File: src/rtl/eeprom_arbiter_if.sv
// Requester and engine bus of the EEPROM arbiter.
// slave: arbiter side; master: clients + read engine side.
interface eeprom_arbiter_if #(
  parameter int N_REQ = 4
);
  logic [N_REQ-1:0]    req;
  logic [16*N_REQ-1:0] req_mem_addr;
  logic [8*N_REQ-1:0]  req_nbytes;
  logic [N_REQ-1:0]    grant;
  logic [N_REQ-1:0]    done;
  logic [N_REQ-1:0]    timeout_err;
  logic [7:0]          rx_data;
  logic [N_REQ-1:0]    rx_valid;
  logic [15:0]         eng_mem_addr;
  logic [7:0]          eng_nbytes;
  logic                eng_start;
  logic                eng_abort;
  logic                eng_busy;
  logic [7:0]          eng_data;
  logic                eng_byte_ready;

  modport slave (
    input  req, req_mem_addr, req_nbytes,
    input  eng_busy, eng_data, eng_byte_ready,
    output grant, done, timeout_err,
    output rx_data, rx_valid,
    output eng_mem_addr, eng_nbytes,
    output eng_start, eng_abort
  );

  modport master (
    output req, req_mem_addr, req_nbytes,
    output eng_busy, eng_data, eng_byte_ready,
    input  grant, done, timeout_err,
    input  rx_data, rx_valid,
    input  eng_mem_addr, eng_nbytes,
    input  eng_start, eng_abort
  );
endinterface

File: src/rtl/eeprom_arbiter.sv
// Round-robin arbiter sharing one EEPROM read engine among N_REQ clients.
// Ports: clk, rst_n (async low), bus (slave modport: req/grant + engine).
module eeprom_arbiter #(
  parameter int N_REQ       = 4,
  parameter int TIMEOUT_LEN = 20
) (
  input logic             clk,
  input logic             rst_n,
  eeprom_arbiter_if.slave bus
);
  localparam int IW = $clog2(N_REQ);

  typedef enum logic [2:0] {
    IDLE, START, RUN, DONE, ABORT
  } state_t;

  state_t st_q, st_d;

  logic [IW-1:0]          ptr_q, ptr_d;
  logic [TIMEOUT_LEN-1:0] wd_q, wd_d, wd_inc;
  logic                   wd_last;
  logic                   br_q;
  logic                   byte_edge;

  logic [N_REQ-1:0] grant_q, grant_d;
  logic [N_REQ-1:0] done_q, done_d;
  logic [N_REQ-1:0] terr_q, terr_d;
  logic [N_REQ-1:0] rxv_q, rxv_d;
  logic [7:0]       rxd_q, rxd_d;
  logic [15:0]      addr_q, addr_d;
  logic [7:0]       nb_q, nb_d;
  logic             start_q, start_d;
  logic             abort_q, abort_d;

  logic          any_req;
  logic [IW-1:0] sel, jj;
  logic [7:0]    sel_nb;
  logic [15:0]   sel_addr;

  assign wd_inc    = wd_q + TIMEOUT_LEN'(1);
  // Next increment lands on all-ones: abort on this edge.
  assign wd_last   = &wd_inc;
  assign byte_edge = bus.eng_byte_ready & ~br_q;

  // Scan from ptr+1 upward with wrap; the lowest offset wins.
  always_comb begin
    any_req = 1'b0;
    sel     = ptr_q;
    jj      = '0;
    for (int i = N_REQ; i >= 1; i--) begin
      jj = IW'((int'(ptr_q) + i) % N_REQ);
      if (bus.req[jj]) begin
        any_req = 1'b1;
        sel     = jj;
      end
    end
  end

  always_comb begin
    sel_nb   = '0;
    sel_addr = '0;
    for (int i = 0; i < N_REQ; i++) begin
      if (IW'(i) == sel) begin
        sel_nb   = bus.req_nbytes[i*8 +: 8];
        sel_addr = bus.req_mem_addr[i*16 +: 16];
      end
    end
  end

  always_ff @(posedge clk or negedge rst_n) begin
    if (!rst_n) begin
      st_q    <= IDLE;
      ptr_q   <= IW'(N_REQ - 1);
      wd_q    <= '0;
      br_q    <= 1'b0;
      grant_q <= '0;
      done_q  <= '0;
      terr_q  <= '0;
      rxv_q   <= '0;
      rxd_q   <= '0;
      addr_q  <= '0;
      nb_q    <= '0;
      start_q <= 1'b0;
      abort_q <= 1'b0;
    end else begin
      st_q    <= st_d;
      ptr_q   <= ptr_d;
      wd_q    <= wd_d;
      br_q    <= bus.eng_byte_ready;
      grant_q <= grant_d;
      done_q  <= done_d;
      terr_q  <= terr_d;
      rxv_q   <= rxv_d;
      rxd_q   <= rxd_d;
      addr_q  <= addr_d;
      nb_q    <= nb_d;
      start_q <= start_d;
      abort_q <= abort_d;
    end
  end

  always_comb begin
    st_d = st_q;
    unique case (st_q)
      IDLE: begin
        if (any_req)
          st_d = (sel_nb == 8'd0) ? DONE : START;
      end
      START: begin
        if (wd_last)
          st_d = ABORT;
        else if (bus.eng_busy)
          st_d = RUN;
      end
      RUN: begin
        if (!bus.eng_busy)
          st_d = DONE;
        else if (wd_last)
          st_d = ABORT;
      end
      // Zero-length entry still holds grant: one more cycle for done.
      DONE:    st_d = (|grant_q) ? DONE : IDLE;
      ABORT:   st_d = IDLE;
      default: st_d = IDLE;
    endcase
  end

  always_comb begin
    ptr_d   = ptr_q;
    wd_d    = wd_q;
    grant_d = grant_q;
    done_d  = '0;
    terr_d  = '0;
    rxv_d   = '0;
    rxd_d   = rxd_q;
    addr_d  = addr_q;
    nb_d    = nb_q;
    start_d = 1'b0;
    abort_d = 1'b0;
    unique case (st_q)
      IDLE: begin
        if (any_req) begin
          grant_d = N_REQ'(1) << sel;
          addr_d  = sel_addr;
          nb_d    = sel_nb;
          ptr_d   = sel;
          wd_d    = '0;
          start_d = (sel_nb != 8'd0);
        end
      end
      START, RUN: begin
        wd_d    = wd_inc;
        start_d = (st_d == START);
        if (st_q == RUN && byte_edge) begin
          rxd_d = bus.eng_data;
          rxv_d = grant_q;
        end
        if (st_d == DONE) begin
          done_d  = grant_q;
          grant_d = '0;
        end
        if (st_d == ABORT) begin
          terr_d  = grant_q;
          abort_d = 1'b1;
          grant_d = '0;
        end
      end
      DONE: begin
        done_d  = grant_q;
        grant_d = '0;
      end
      default: ;
    endcase
  end

  assign bus.grant        = grant_q;
  assign bus.done         = done_q;
  assign bus.timeout_err  = terr_q;
  assign bus.rx_valid     = rxv_q;
  assign bus.rx_data      = rxd_q;
  assign bus.eng_mem_addr = addr_q;
  assign bus.eng_nbytes   = nb_q;
  assign bus.eng_start    = start_q;
  assign bus.eng_abort    = abort_q;
endmodule

File: src/flat_wrapper.sv
// flat-port wrapper written by rule: the top's interface ports become plain ports
module eeprom_arbiter_flat 
#(
  parameter int N_REQ       = 4,
  parameter int TIMEOUT_LEN = 20
)
  (clk, rst_n, bus_req, bus_req_mem_addr, bus_req_nbytes, bus_eng_busy, bus_eng_data, bus_eng_byte_ready, bus_grant, bus_done, bus_timeout_err, bus_rx_data, bus_rx_valid, bus_eng_mem_addr, bus_eng_nbytes, bus_eng_start, bus_eng_abort);
  eeprom_arbiter_if #(.N_REQ(N_REQ)) bus_i ();
  input logic clk;
  input logic rst_n;
  input wire logic [$bits(bus_i.req)-1:0] bus_req;
  input wire logic [$bits(bus_i.req_mem_addr)-1:0] bus_req_mem_addr;
  input wire logic [$bits(bus_i.req_nbytes)-1:0] bus_req_nbytes;
  input wire logic [$bits(bus_i.eng_busy)-1:0] bus_eng_busy;
  input wire logic [$bits(bus_i.eng_data)-1:0] bus_eng_data;
  input wire logic [$bits(bus_i.eng_byte_ready)-1:0] bus_eng_byte_ready;
  output wire logic [$bits(bus_i.grant)-1:0] bus_grant;
  output wire logic [$bits(bus_i.done)-1:0] bus_done;
  output wire logic [$bits(bus_i.timeout_err)-1:0] bus_timeout_err;
  output wire logic [$bits(bus_i.rx_data)-1:0] bus_rx_data;
  output wire logic [$bits(bus_i.rx_valid)-1:0] bus_rx_valid;
  output wire logic [$bits(bus_i.eng_mem_addr)-1:0] bus_eng_mem_addr;
  output wire logic [$bits(bus_i.eng_nbytes)-1:0] bus_eng_nbytes;
  output wire logic [$bits(bus_i.eng_start)-1:0] bus_eng_start;
  output wire logic [$bits(bus_i.eng_abort)-1:0] bus_eng_abort;
  assign bus_i.req = bus_req;
  assign bus_i.req_mem_addr = bus_req_mem_addr;
  assign bus_i.req_nbytes = bus_req_nbytes;
  assign bus_i.eng_busy = bus_eng_busy;
  assign bus_i.eng_data = bus_eng_data;
  assign bus_i.eng_byte_ready = bus_eng_byte_ready;
  assign bus_grant = bus_i.grant;
  assign bus_done = bus_i.done;
  assign bus_timeout_err = bus_i.timeout_err;
  assign bus_rx_data = bus_i.rx_data;
  assign bus_rx_valid = bus_i.rx_valid;
  assign bus_eng_mem_addr = bus_i.eng_mem_addr;
  assign bus_eng_nbytes = bus_i.eng_nbytes;
  assign bus_eng_start = bus_i.eng_start;
  assign bus_eng_abort = bus_i.eng_abort;
  eeprom_arbiter #(.N_REQ(N_REQ), .TIMEOUT_LEN(TIMEOUT_LEN)) u_core (.clk(clk), .rst_n(rst_n), .bus(bus_i));
endmodule
File: config.mk
export PLATFORM = sky130hd
export DESIGN_NAME = eeprom_arbiter_flat
export DESIGN_NICKNAME = d
export VERILOG_FILES = /design/src/rtl/eeprom_arbiter_if.sv /design/src/rtl/eeprom_arbiter.sv /design/src/flat_wrapper.sv
export SDC_FILE = /design/constraint.sdc
export NUM_CORES = 1
export LEC_CHECK = 0
export BUFFER_PORTS_ARGS = -buffer_cell sky130_fd_sc_hd__buf_2
export CAP_MARGIN = 15
export CORE_MARGIN = 4
export CORE_UTILIZATION = 49
export DETAILED_ROUTE_END_ITERATION = 16
export PLACE_DENSITY = 0.79
export SYNTH_ARGS = -nofsm -noshare
export SYNTH_HDL_FRONTEND = slang
export SYNTH_SLANG_ARGS = --single-unit
File: constraint.sdc
create_clock -name clk -period 3.9 [get_ports clk]
set_clock_uncertainty 0.2 [all_clocks]
set_input_delay 0.39 -clock clk [delete_from_list [all_inputs] [get_ports clk]]
set_output_delay 0.39 -clock clk [all_outputs]
set_load 0.05 [all_outputs]
# After elaboration in Yosys (flattened, before gate mapping)
# Index checks and enable logic that the tools add are counted.
# classes
n_eq_ne,11
n_shift,1
magnitude_cmp,4
n_mux,48
add_sub_neg,5
reduce_logical,14
bitwise,2
# op_table
cell,count
2-to-1 mux 16 bit,4
case mux 20 bit (2 select lines),1
2-to-1 mux 4 bit,8
2-to-1 mux 8 bit,4
adder 20 x 1 -> 20 bit (second input constant),1
2-to-1 mux 20 bit,1
AND reduction 20 bit,1
2-to-1 mux 3 bit,5
< comparator 2 x 3 -> 1 bit (second input constant),4
2-to-1 mux 2 bit,6
case mux 3 bit (4 select lines),1
case mux 4 bit (3 select lines),1
2-to-1 mux 1 bit,11
equality test 3 x 2 -> 1 bit (second input constant),3
binary-select mux 1 bit (select 2 bit),4
logical NOT 8 bit,1
case mux 4 bit (2 select lines),1
nonzero test 8 bit,1
equality test 3 x 1 -> 1 bit (second input constant),2
AND reduction 2 bit,3
adder 2 x 1 -> 2 bit (second input constant),2
adder 2 bit (second input constant),2
equality test 2 bit (first input constant),2
OR reduction 4 bit,1
15 further kinds,15
# word_totals
out_inout_bits,50
input_bits,112
reg_bits,76
elab_cells,98

# Longest topological paths before layout
# logic_depth
word_depth,20
depth_mapped,11
ltp_nobuf,9

# Worst setup path after synthesis
# OpenSTA, ideal clock, no wires.
# synth_path
path_type,register to register
startpoint,reg u_core.ptr_q[0]
endpoint,"reg u_core.start_q, in the netlist u_core.bus.eng_start"
path_stages_with_launch,9
t_arrival_ns,2.123
setup_slack_ns,1.456
required_ns,3.579
period_less_slack_ns,2.444
setup_ns,0.121
path_buffers,1
path_cell_list,dfstp_2 -> nand2b_1 -> o21ai_1 -> a221oi_4 -> buf_4 -> o211a_1 -> o22ai_1 -> or3_1 -> a22o_1
# synth_via
elab_chain_cells,18
word_cells_on_any_way,36
classes_between,add/sub (4); eq/ne (4); mux (25); reduce/logical (3)
# synth_rtl
item,line_no,source
from (decl),eeprom_arbiter.sv:19,"logic [IW-1:0] ptr_q, ptr_d;"
from (signal assigned),eeprom_arbiter.sv:73,ptr_q <= IW'(N_REQ - 1);
from (signal assigned),eeprom_arbiter.sv:87,ptr_q <= ptr_d;
adder 2 x 1 -> 2 bit,eeprom_arbiter.sv:51,jj = IW'((int'(ptr_q) + i) % N_REQ);
binary-select mux 1 bit (select 2 bit),eeprom_arbiter.sv:52,if (bus.req[jj]) begin
2-to-1 mux 1 bit (implied by the code),eeprom_arbiter.sv:52,
2-to-1 mux 2 bit (4 in series),eeprom_arbiter.sv:52,
logical NOT 2 bit,eeprom_arbiter.sv:63,if (IW'(i) == sel) begin
2-to-1 mux 8 bit (4 in series),eeprom_arbiter.sv:63,
logical NOT 8 bit,eeprom_arbiter.sv:107,st_d = (sel_nb == 8'd0) ? DONE : START;
2-to-1 mux 2 bit,eeprom_arbiter.sv:107,
2-to-1 mux 3 bit,eeprom_arbiter.sv:106,if (any_req)
case mux 3 bit (4 select lines),eeprom_arbiter.sv:104,unique case (st_q)
equality test 3 x 1 -> 1 bit,eeprom_arbiter.sv:153,start_d = (st_d == START);
case mux 1 bit (2 select lines) (*),eeprom_arbiter.sv:140,unique case (st_q)
via u_core.start_d,eeprom_arbiter.sv:32,"logic start_q, start_d;"
to (signal assigned),eeprom_arbiter.sv:97,start_q <= start_d;
to (decl),eeprom_arbiter.sv:32,
# The timed path passes the listed nets; every way through them passes the cells marked *. The select of a mux whose other input is x is not followed.
# A chain may end at the register's enable or synchronous reset.

# Worst setup path in the final report
# layout_path
startpoint,reg u_core.ptr_q[0]
endpoint,"reg u_core.grant_q[0], in the netlist u_core.bus.grant[0]"
# layout_via
elab_chain_cells,19
word_cells_on_any_way,41
classes_between,add/sub (4); eq/ne (7); shift (1); mux (26); reduce/logical (3)
# layout_rtl
item,line_no,source
adder 2 x 1 -> 2 bit,eeprom_arbiter.sv:51,
binary-select mux 1 bit (select 2 bit),eeprom_arbiter.sv:52,
2-to-1 mux 1 bit (implied by the code),eeprom_arbiter.sv:52,
2-to-1 mux 2 bit (4 in series),eeprom_arbiter.sv:52,
logical NOT 2 bit,eeprom_arbiter.sv:63,
2-to-1 mux 8 bit (4 in series),eeprom_arbiter.sv:63,
logical NOT 8 bit,eeprom_arbiter.sv:107,
2-to-1 mux 2 bit,eeprom_arbiter.sv:107,
2-to-1 mux 3 bit,eeprom_arbiter.sv:106,
case mux 3 bit (4 select lines),eeprom_arbiter.sv:104,
equality test 3 bit / equality test 3 x 2 -> 1 bit (equally long branches),"eeprom_arbiter.sv:162, eeprom_arbiter.sv:158",
inequality test 3 x 1 -> 1 bit (no source line) / 2-to-1 mux 4 bit (equally long branches),--,
AND reduction 3 bit (no source line) / case mux 4 bit (3 select lines) (equally long branches),--,
to (signal assigned),eeprom_arbiter.sv:90,grant_q <= grant_d;
to (decl),eeprom_arbiter.sv:25,"logic [N_REQ-1:0] grant_q, grant_d;"
# Several ways; a longest one is shown, not always the timed one. The select of a mux whose other input is x is not followed.

==> metrics <==
Reg2Reg Launch Point u_core.ptr_q[0]$_DFFE_PN1P_; Clock Pin Slew Worst Setup and Hold Paths 0.09 ns; outcome complete, but fails checks; proportion of synthesized chip area in sequential cells 43.0%; Mapped Avg Cell Area 8.07 sq um; post-route fraction of the period consumed by the critical path 77.0%; arrival time reported for the critical path endpoint 3.06 ns; worst-margin pin slew 0.970 ns; Worst path max stage delay 0.58 ns; routing usage on met1 29.0%; compound-cell area share of the yosys netlist 20.4%; number of unique standard cell types used by synthesis 56; number of nets in the finished design 804; post-synthesis net count 663; vias in the first global route 4227; Critical Path, Cell by Cell nand2b_1 > o21ai_1 > a221oi_4 > buf_4 > a211oi_1 > o22ai_1 > o311ai_0 > o21ai_0; initial antenna violation count 0; Area growth syn-to-layout 24.3%; upper clock frequency limit 0.333 GHz; highest fanout seen on the critical path 42; worst vdd rail ir drop 0.383 mV; GRT met2 Usage 40.1%; antenna-violating nets left 0; startpoint type of the worst setup path flip-flop; setup repair after global routing missed its margin no; share of synthesized area spent on multiplexers 2.74%; quantity of I/O buffers inserted on ports 161; total count of hold-check failures in the final report 32; clock latency reported for the late side of the worst-skew pair 0.35 ns; Min-Delay Path Class primary input to asynchronous set/reset pin; total die area 10600 sq um; endpoint class of the critical path flip-flop; final antenna diode count 0; first drt pass iteration count 5; width of the chip 103 microns; number of max-cap violations 0; Longest Clk Path Bufs 2; worst reg-to-reg setup slack 0.90 ns; Via Count 4506; clock sink count 76; worst reg2reg path depth 8; required time at the endpoint of the critical path 3.95 ns; critical path class flip-flop to flip-flop; number of rows in the core area 34; share of Yosys cell area claimed by the top area cell type 41.8%; adder and majority gate portion of the synthesized area 0.565%; boundary pin count 162; power density cells 777 nW/um^2; share of layout cells above drive strength 1 29.1%; count of instances resized after the clock tree is built 0; cell with the largest stage delay on the worst path sky130_fd_sc_hd__dfstp_2; Max Transition Viols Final 0; most common library cell in the layout ignoring fill and taps sky130_fd_sc_hd__buf_2; Worst Hold Margin -0.0191 ns; routed wire length 12.4 mm; number of instances in the synthesized netlist 549; final count of negative-setup-slack endpoints 0; RD Place Congestion 0.907; largest family of logic cells by synthesized area simple AND/OR/NAND/NOR gates; Yosys reg bits 76; DR DRC count 0; Total Neg Setup Slack 0 ns; Die H 103 microns; total track usage 23.5%; wire length of the first global-routing pass 19.8 mm; Post-synth EDFFs 0; Post-Syn Area 4430 sq um; Detail Placement HPWL 9.20 mm; H-tree depth 3; CTS tree done; detailed router's first-iteration violation count 240; initial cell density of the core 50.5%; count of placed standard cells including taps 785; kind of cell adding the most delay to the critical path compound AO/OA/AOI/OAI gates; busiest metal layer after global routing met2; root buffer cell sky130_fd_sc_hd__clkbuf_8; synthesized-area fraction occupied by and/or/nand/nor cells 27.2%; final critical path time including I/O delays and setup 3.00 ns; ranking of synthesized cells by area sky130_fd_sc_hd__dfrtp_1, sky130_fd_sc_hd__nand2_1, sky130_fd_sc_hd__o21ai_0, sky130_fd_sc_hd__nand3_1, sky130_fd_sc_hd__mux2_2; Yosys top cell by area sky130_fd_sc_hd__dfrtp_1; number of buffers created by CTS 9; number of vias per cell 5.61; buffering stage count on the worst path with inverters included 1; main flop type after synthesis sky130_fd_sc_hd__dfrtp_1; post-synthesis share of cell area spent on xor and xnor gates 1.38%; headroom to the max-slew limit 35.2%; most frequent cells in the layout sky130_fd_sc_hd__buf_2, sky130_fd_sc_hd__nand2_1, sky130_fd_sc_hd__o21ai_0; average routed wire per standard cell 15.4 microns; violations in the final reports hold timing; Async SR Flop Fraction 100%; filler instances 780; global route overflow 0; maximum number of pins on one net before global-route repair 77; met3 usage 6.02%; yosys synthesis warning count 0; capture point of the worst reg-to-reg path u_core.bus.grant[0]$_DFFE_PN0P_; Std-Cell Core Area 8760 sq um; Pleak 2.74 nW; final cell count without fillers 803
-- per-layer routing --
metal	up-vias	part of all wire, %
met5	-	0
met4	0	1.8
met3	22	8.2
met2	206	52
met1	2059	38
li1	2219	-
-- timing repair --
item / CTS / global route
hold buffers: 1 / 0
endpoints found under the hold margin: 1 / 0
buffers inserted: 0 / 0
-- power breakdown --
part / total (mW) / switching, mW / leakage, nW / internal [mW]
Combinational: 2.31 / 1.67 / 1.63 / 0.636
Sequential: 1.23 / 0.195 / 0.984 / 1.03
Clock: 0.740 / 0.311 / 0.124 / 0.430
-- worst reg2reg max path, cell delays in order (launching register included) --
cell	delay, ns
sky130_fd_sc_hd__dfstp_2	0.58
sky130_fd_sc_hd__nand2b_1	0.13
sky130_fd_sc_hd__o21ai_1	0.10
sky130_fd_sc_hd__a221oi_4	0.56
sky130_fd_sc_hd__buf_4	0.43
sky130_fd_sc_hd__a211oi_1	0.12
sky130_fd_sc_hd__o22ai_1	0.37
sky130_fd_sc_hd__o311ai_0	0.18
sky130_fd_sc_hd__o21ai_0	0.22
-- state kept, by name, summed over array words and instances (netlist names) --
register,cells
u_core.wd_q,20
u_core.bus.rx_valid,4
u_core.bus.timeout_err,4
u_core.bus.eng_nbytes,8
u_core.bus.done,4
u_core.bus.eng_abort,1
u_core.bus.rx_data,8
u_core.br_q,1
u_core.bus.eng_start,1
u_core.st_q,3
u_core.ptr_q,2
u_core.bus.grant,4
u_core.bus.eng_mem_addr,16
-- how the worst max path moves through the flow --
stage	depth (start not counted)	endpoint	start	slack [ns]
after CTS	8	u_core.bus.grant[0]$_DFFE_PN0P_	u_core.ptr_q[0]$_DFFE_PN1P_	0.95
after floorplan	8	u_core.bus.eng_start$_DFF_PN0_	u_core.ptr_q[0]$_DFFE_PN1P_	1.46
final	8	u_core.bus.grant[0]$_DFFE_PN0P_	u_core.ptr_q[0]$_DFFE_PN1P_	0.90
after global placement	8	u_core.bus.grant[1]$_DFFE_PN0P_	u_core.ptr_q[0]$_DFFE_PN1P_	1.12
after global routing	8	u_core.bus.grant[0]$_DFFE_PN0P_	u_core.ptr_q[0]$_DFFE_PN1P_	0.62
after detailed placement	8	u_core.bus.grant[0]$_DFFE_PN0P_	u_core.ptr_q[0]$_DFFE_PN1P_	0.97
-- cells by family (layout without fill, tap and decap cells) --
group | after synthesis | count (layout)
AO/OA/AOI/OAI | 144 | 144
XOR/XNOR | 7 | 7
buffers and inverters | 47 | 193
AND/OR/NAND/NOR | 262 | 262
flip-flops | 76 | 76
multiplexers | 11 | 11
adder cells (fa/ha/maj) | 2 | 2
-- cells in the mapped netlist (all sizes together), types with 10 or more instances --
master / n
nand2: 142
o21ai: 80
dfrtp: 74
nand3: 30
clkbuf: 26
nor2: 23
and2: 16
a21oi: 13
nor4: 12
inv: 11
nand4: 11
buf: 10
-- through the flow --
step / setup WS (ns) / instance area, sq um / total power [mW] / util [%]
3_5_place_dp: 0.969 / 5240 / 3.55 / 59.8
5_1_grt: 0.617 / 5500 / 4.59 / 62.8
4_1_cts: 0.946 / 5500 / 4.29 / 62.7
3_3_place_gp: 1.12 / 5240 / 3.48 / 59.8
6_report: 0.896 / 5500 / 4.28 / 62.8
2_1_floorplan: 1.46 / 4430 / 3.01 / -
-- cell type report --
class                      count  area, sq um  share of cell area (%)
multi-input combinational    426         2330                    42.4
sequential                    76         1900                    34.6
timing repair buffer         166          846                    15.4
tap                          108          135                    2.46
clock buffer                   9          124                    2.25
clock inverter                 7          121                    2.21
inverter                      11         41.3                   0.750
(Power assumes the default switching activity.)
